==> config.mk <==
export PLATFORM = sky130hd
export DESIGN_NAME = sensor_conditioner
export DESIGN_NICKNAME = d
export VERILOG_FILES = /design/src/rtl/tls_pkg.sv /design/src/rtl/sensor_debounce.sv /design/src/rtl/sensor_conditioner.sv
export SDC_FILE = /design/constraint.sdc
export NUM_CORES = 1
export LEC_CHECK = 0
export CAP_MARGIN = 30
export CORE_AREA = 2 2 39 41
export CTS_BUF_LIST = sky130_fd_sc_hd__clkbuf_4
export CTS_CLUSTER_SIZE = 40
export DETAILED_ROUTE_END_ITERATION = 6
export DIE_AREA = 0 0 41 43
export PLACE_DENSITY_LB_ADDON = 0.12
export SETUP_SLACK_MARGIN = 0.2
export SYNTH_ARGS = -nofsm -noshare
export SYNTH_HDL_FRONTEND = slang
export SYNTH_SLANG_ARGS = --single-unit
==> constraint.sdc <==
create_clock -name clk -period 1.7 [get_ports clk]
set_input_delay 0.255 -clock clk [delete_from_list [all_inputs] [get_ports clk]]
set_output_delay 0.255 -clock clk [all_outputs]
set_load 0.02 [all_outputs]
==> src/rtl/tls_pkg.sv <==
// tls_pkg: shared types and constants for the traffic light sensor front end
package tls_pkg;
  typedef enum logic [1:0] {S_IDLE, S_RISE, S_ON, S_FALL} sens_state_t;
  localparam int CNT_W = 8;
  localparam int CNT_MAX = 255;
endpackage

==> src/rtl/sensor_debounce.sv <==
// sensor_debounce: one sensor channel (synchronizer, qualify FSM, registered output)
// Optional saturating vehicle counter when CAR_COUNT_EN is defined.
module sensor_debounce
  import tls_pkg::*;
#(
  parameter int DEB_CYCLES = 4,
  localparam int CW = $clog2(DEB_CYCLES + 1)
) (
  input  logic clk,
  input  logic reset,
  input  logic raw,
`ifdef CAR_COUNT_EN
  input  logic clr_cnt,
  output logic [CNT_W-1:0] count,
`endif
  output logic s
);
  localparam bit ONE = DEB_CYCLES == 1;
  logic sync1, sync2, hit, on_n;
  logic [CW-1:0] cnt, cnt_n;
  sens_state_t state, state_n;
  assign hit = cnt == CW'(DEB_CYCLES - 1);
  always_comb begin
    state_n = state;
    cnt_n = cnt;
    case (state)
      S_IDLE: if (sync2) begin
        state_n = ONE ? S_ON : S_RISE;
        cnt_n = ONE ? '0 : CW'(1);
      end
      S_RISE: begin
        state_n = !sync2 ? S_IDLE : hit ? S_ON : S_RISE;
        cnt_n = (!sync2 || hit) ? '0 : cnt + CW'(1);
      end
      S_ON: if (!sync2) begin
        state_n = ONE ? S_IDLE : S_FALL;
        cnt_n = ONE ? '0 : CW'(1);
      end
      S_FALL: begin
        state_n = sync2 ? S_ON : hit ? S_IDLE : S_FALL;
        cnt_n = (sync2 || hit) ? '0 : cnt + CW'(1);
      end
      default: begin
        state_n = S_IDLE;
        cnt_n = '0;
      end
    endcase
  end
  // output flop follows the qualified state, so it changes on the transition edge
  assign on_n = state_n == S_ON || state_n == S_FALL;
  always_ff @(posedge clk or posedge reset)
    if (reset) begin
      sync1 <= 1'b0;
      sync2 <= 1'b0;
      state <= S_IDLE;
      cnt <= '0;
      s <= 1'b0;
    end else begin
      sync1 <= raw;
      sync2 <= sync1;
      state <= state_n;
      cnt <= cnt_n;
      s <= on_n;
    end
`ifdef CAR_COUNT_EN
  always_ff @(posedge clk or posedge reset)
    if (reset) count <= '0;
    else count <= clr_cnt ? '0 : (on_n && !s && count != CNT_W'(CNT_MAX)) ? count + CNT_W'(1) : count;
`endif
endmodule

==> src/rtl/sensor_conditioner.sv <==
// sensor_conditioner: debounced road A/B vehicle sensors for the light controller
// Optional vehicle counters when CAR_COUNT_EN is defined.
module sensor_conditioner
  import tls_pkg::*;
#(
  parameter int DEB_CYCLES = 4
) (
  input  logic clk,
  input  logic reset,
  input  logic rawA,
  input  logic rawB,
`ifdef CAR_COUNT_EN
  input  logic clr_cnt,
  output logic [CNT_W-1:0] countA,
  output logic [CNT_W-1:0] countB,
`endif
  output logic sA,
  output logic sB
);
  sensor_debounce #(.DEB_CYCLES(DEB_CYCLES)) u_a (
    .clk(clk), .reset(reset), .raw(rawA),
`ifdef CAR_COUNT_EN
    .clr_cnt(clr_cnt), .count(countA),
`endif
    .s(sA)
  );
  sensor_debounce #(.DEB_CYCLES(DEB_CYCLES)) u_b (
    .clk(clk), .reset(reset), .raw(rawB),
`ifdef CAR_COUNT_EN
    .clr_cnt(clr_cnt), .count(countB),
`endif
    .s(sB)
  );
endmodule
==> out/metrics.yaml <==
final_layout:
  multiInputGateArea_um2: 280.3
  fillCellCount: 119
  finish.cell_count_without_fillers: 79
  register_area_um2: 400.4
  layout.cells.most_common: "sky130_fd_sc_hd__dfrtp_1"
  syn2layout_area_growth_pct: 15.26
  insertedDiodeCount: 0
  finalCoreUtilization: 0.5805
  layout_common_cells: "16 x sky130_fd_sc_hd__dfrtp_1, 5 x sky130_fd_sc_hd__inv_1, 5 x sky130_fd_sc_hd__ha_1, 5 x sky130_fd_sc_hd__clkdlybuf4s50_1"
  finish.net_count: 74
  drive_above_1_share: 0.1429
floorplan:
  coreArea_um2: 1384
  ios: 6
  core.rowCount: 14
  vertical_extent_of_the_die_um: 43
  initial_core_util: 0.5036
  fp.dieArea_um2: 1763
  floorplan.die.width_um: 41
clock_network:
  insertion_delay_ns: 0.29
  h_tree_lvls: 1
  cts-buffers-inserted: 3
  cts.sink_count: 16
  cts_buffer_depth: 2
  ctsRootBufferMaster: "sky130_fd_sc_hd__clkbuf_4"
  clk_pin_slew_ns: 0.10
  tritoncts: "done"
  cts_hold_buffers: 0
critical_path:
  critical_path.cell_chain: "clkdlybuf4s50_1"
  cp_num_buf_inv: 1
  start_kind: "flop"
  worst_path_max_delay_cell: "sky130_fd_sc_hd__clkdlybuf4s50_1"
  regToRegSetupSlack_ns: 0.26
  worstPathRequired_ns: 1.44
  rr_endpoint: "u_b.cnt[2]"
  timing.setup.critical_path_class: "reg -> out"
  crit_path_max_incr_delay_ns: 0.59
  rr_worst_depth: 4
  regToRegStartpoint: "u_b.cnt[0]"
  type_of_element_capturing_the_critical_path: "output pin"
  crit_fanout: 1
  cp_top_family: "buffers and inverters"
  worst_path_arrival_ns: 1.21
synth:
  biggest_area_contributors_in_the_synthesized_netlist: "sky130_fd_sc_hd__dfrtp_1 57%, sky130_fd_sc_hd__ha_1 11%, sky130_fd_sc_hd__mux2_2 6.5%"
  syn-cell-area_um2: 696.9
  yosysWarnings: 0
  yosysUniqueCellTypes: 12
  ys_ff_latch: 16
  syn-instance-count: 53
  synth_sequential_area_ratio: 0.5745
  synthDominantCellAreaShare: 0.5745
  post_synth.cell_area_avg_um2: 13.15
  synth_area_leader_cell: "sky130_fd_sc_hd__dfrtp_1"
  syn_nets: 63
grt:
  number_of_antenna_violations_at_the_first_check_in_global_routing: 0
  global_route.usage.total: 0.1449
  grt_start_max_net_pins: 17
  grt_pass1_wl_um: 1649
  grt_pass1_vias: 382
  grt_overflow_total: 0
power_and_ir_drop:
  p_int_w: 0.0008531
  pwr-share-clk: 0.161
  p_seq_frac: 0.475
  swShare: 0.3304
  power.static_leakage_nw: 0.3660
  total_switching_power_w: 0.0004210
  p_comb_frac: 0.364
  worst_case_vdd_ir_drop_v: 0.0008090
  cellPowerDensity_nw_per_um2: 1586
timing:
  final_hold_viol_count: 0
  post-route-period-util: 0.8599
  grt_setup_unrepaired: "false"
  final.setup_skew_ns: 0.005910
  finalMaxSlewViolations: 0
  tns_ns: 0
  relSlewSlack: 0.6114
  worst_slack_ns: 0.2382
  hold-worst-slack_ns: 0.3133
  number_of_setup_violations_in_the_final_report: 0
  finalWorstPathRequiredPeriod_ns: 1.462
  max_slew.worst_pin.slew_ns: 0.5822
  max_freq_mhz: 684.1
place:
  routabilityCongestion: 0.6528
  port_buffers: 5
  post-place-cells: 74
  setup_slack_at_placement_ns: 0.2387
min_path:
  worst_hold_path_type: "in -> async"
drt:
  first_iter_violations: 2
  detail-route-antenna-nets: 0
  drt-total-wl_um: 924
  vias_post_dr: 391
  routed_via_density: 4.949
  avgRoutedWirePerCell_um: 11.70
  drc_errors: 0
  drt_pre_antenna_iters: 3
status:
  outcome: "finished, final reports clean"
job:
  timing.max_cap.violations: 0
[Yosys cell counts]
cell type / n
sky130_fd_sc_hd__nand2_1: 2
sky130_fd_sc_hd__mux2i_1: 4
sky130_fd_sc_hd__nand3b_1: 2
sky130_fd_sc_hd__xnor2_1: 2
sky130_fd_sc_hd__nand2b_1: 4
sky130_fd_sc_hd__mux2_2: 4
sky130_fd_sc_hd__or3b_1: 2
sky130_fd_sc_hd__o21a_1: 2
sky130_fd_sc_hd__ha_1: 6
sky130_fd_sc_hd__a21oi_1: 4
sky130_fd_sc_hd__inv_1: 5
sky130_fd_sc_hd__dfrtp_1: 16
[power groups by stage]
stage / clock, W / sequential [W] / combinational, W
2_1_floorplan: 0 / 0.000623 / 0.000308
3_3_place_gp: 0 / 0.000611 / 0.000438
3_5_place_dp: 0 / 0.000616 / 0.000450
4_1_cts: 0.000205 / 0.000609 / 0.000451
5_1_grt: 0.000226 / 0.000626 / 0.000529
6_report: 0.000206 / 0.000605 / 0.000464
[through the flow]
step	instance area, µm²	power, W
2_1_floorplan	696.9	0.0009312
3_3_place_gp	767.0	0.001049
3_5_place_dp	767.0	0.001066
4_1_cts	793.3	0.001265
5_1_grt	803.3	0.001380
6_report	803.3	0.001274
[flip-flops by register name (all words and copies together), names as in the netlist]
signal     flops
u_a.s          1
u_b.state      2
u_a.state      2
u_a.sync1      1
u_b.sync2      1
u_b.sync1      1
u_b.cnt        3
u_a.sync2      1
u_b.s          1
u_a.cnt        3
[kinds of logic after synthesis]
logic type                 synth area share
DFF                                  0.5745
and+or+nand+nor                     0.09335
muxes                                0.1221
AOI/OAI and AO/OA                   0.05026
adders and majority gates            0.1077
buffers and inverters               0.02693
xor gates and xnor gates            0.02514
[layout make-up]
cell class                 instances  share of cell area
inverter                           5             0.02336
clock buffer                       3             0.02804
clock inverter                     1            0.004673
multi-input combinational         32              0.3489
timing repair buffer               6             0.07165
sequential                        16              0.4984
tap                               16             0.02492
[routing by layer]
metal  GRT usage  vias up  part of all wire
li1            -      200                 -
met1      0.2100      181              0.46
met2      0.1875        7              0.48
met3     0.04712        3             0.035
met4     0.08000        0             0.021
met5           0        -                 0
[worst max path at each step]
| stage | from | endpoint | slack (ns) | cells past startpoint |
|---|---|---|---|---|
| 2_1_floorplan | u_a.cnt[0] | u_a.cnt[2] | 0.34 | 4 |
| 3_3_place_gp | u_a.cnt[0] | u_a.cnt[2] | 0.30 | 4 |
| 3_5_place_dp | u_a.cnt[0] | u_a.cnt[2] | 0.24 | 4 |
| 4_1_cts | u_a.cnt[0] | u_a.cnt[2] | 0.22 | 4 |
| 5_1_grt | u_a.s | sA | 0.21 | 1 |
| 6_report | u_a.s | sA | 0.24 | 1 |
[timing repair]
action	in CTS	in global routing
setup buffers	0	1
resized for setup	0	1
endpoints found under the setup margin	0	2
endpoints found under the hold margin	0	0
Note: power is estimated with default switching activity, not from simulation.
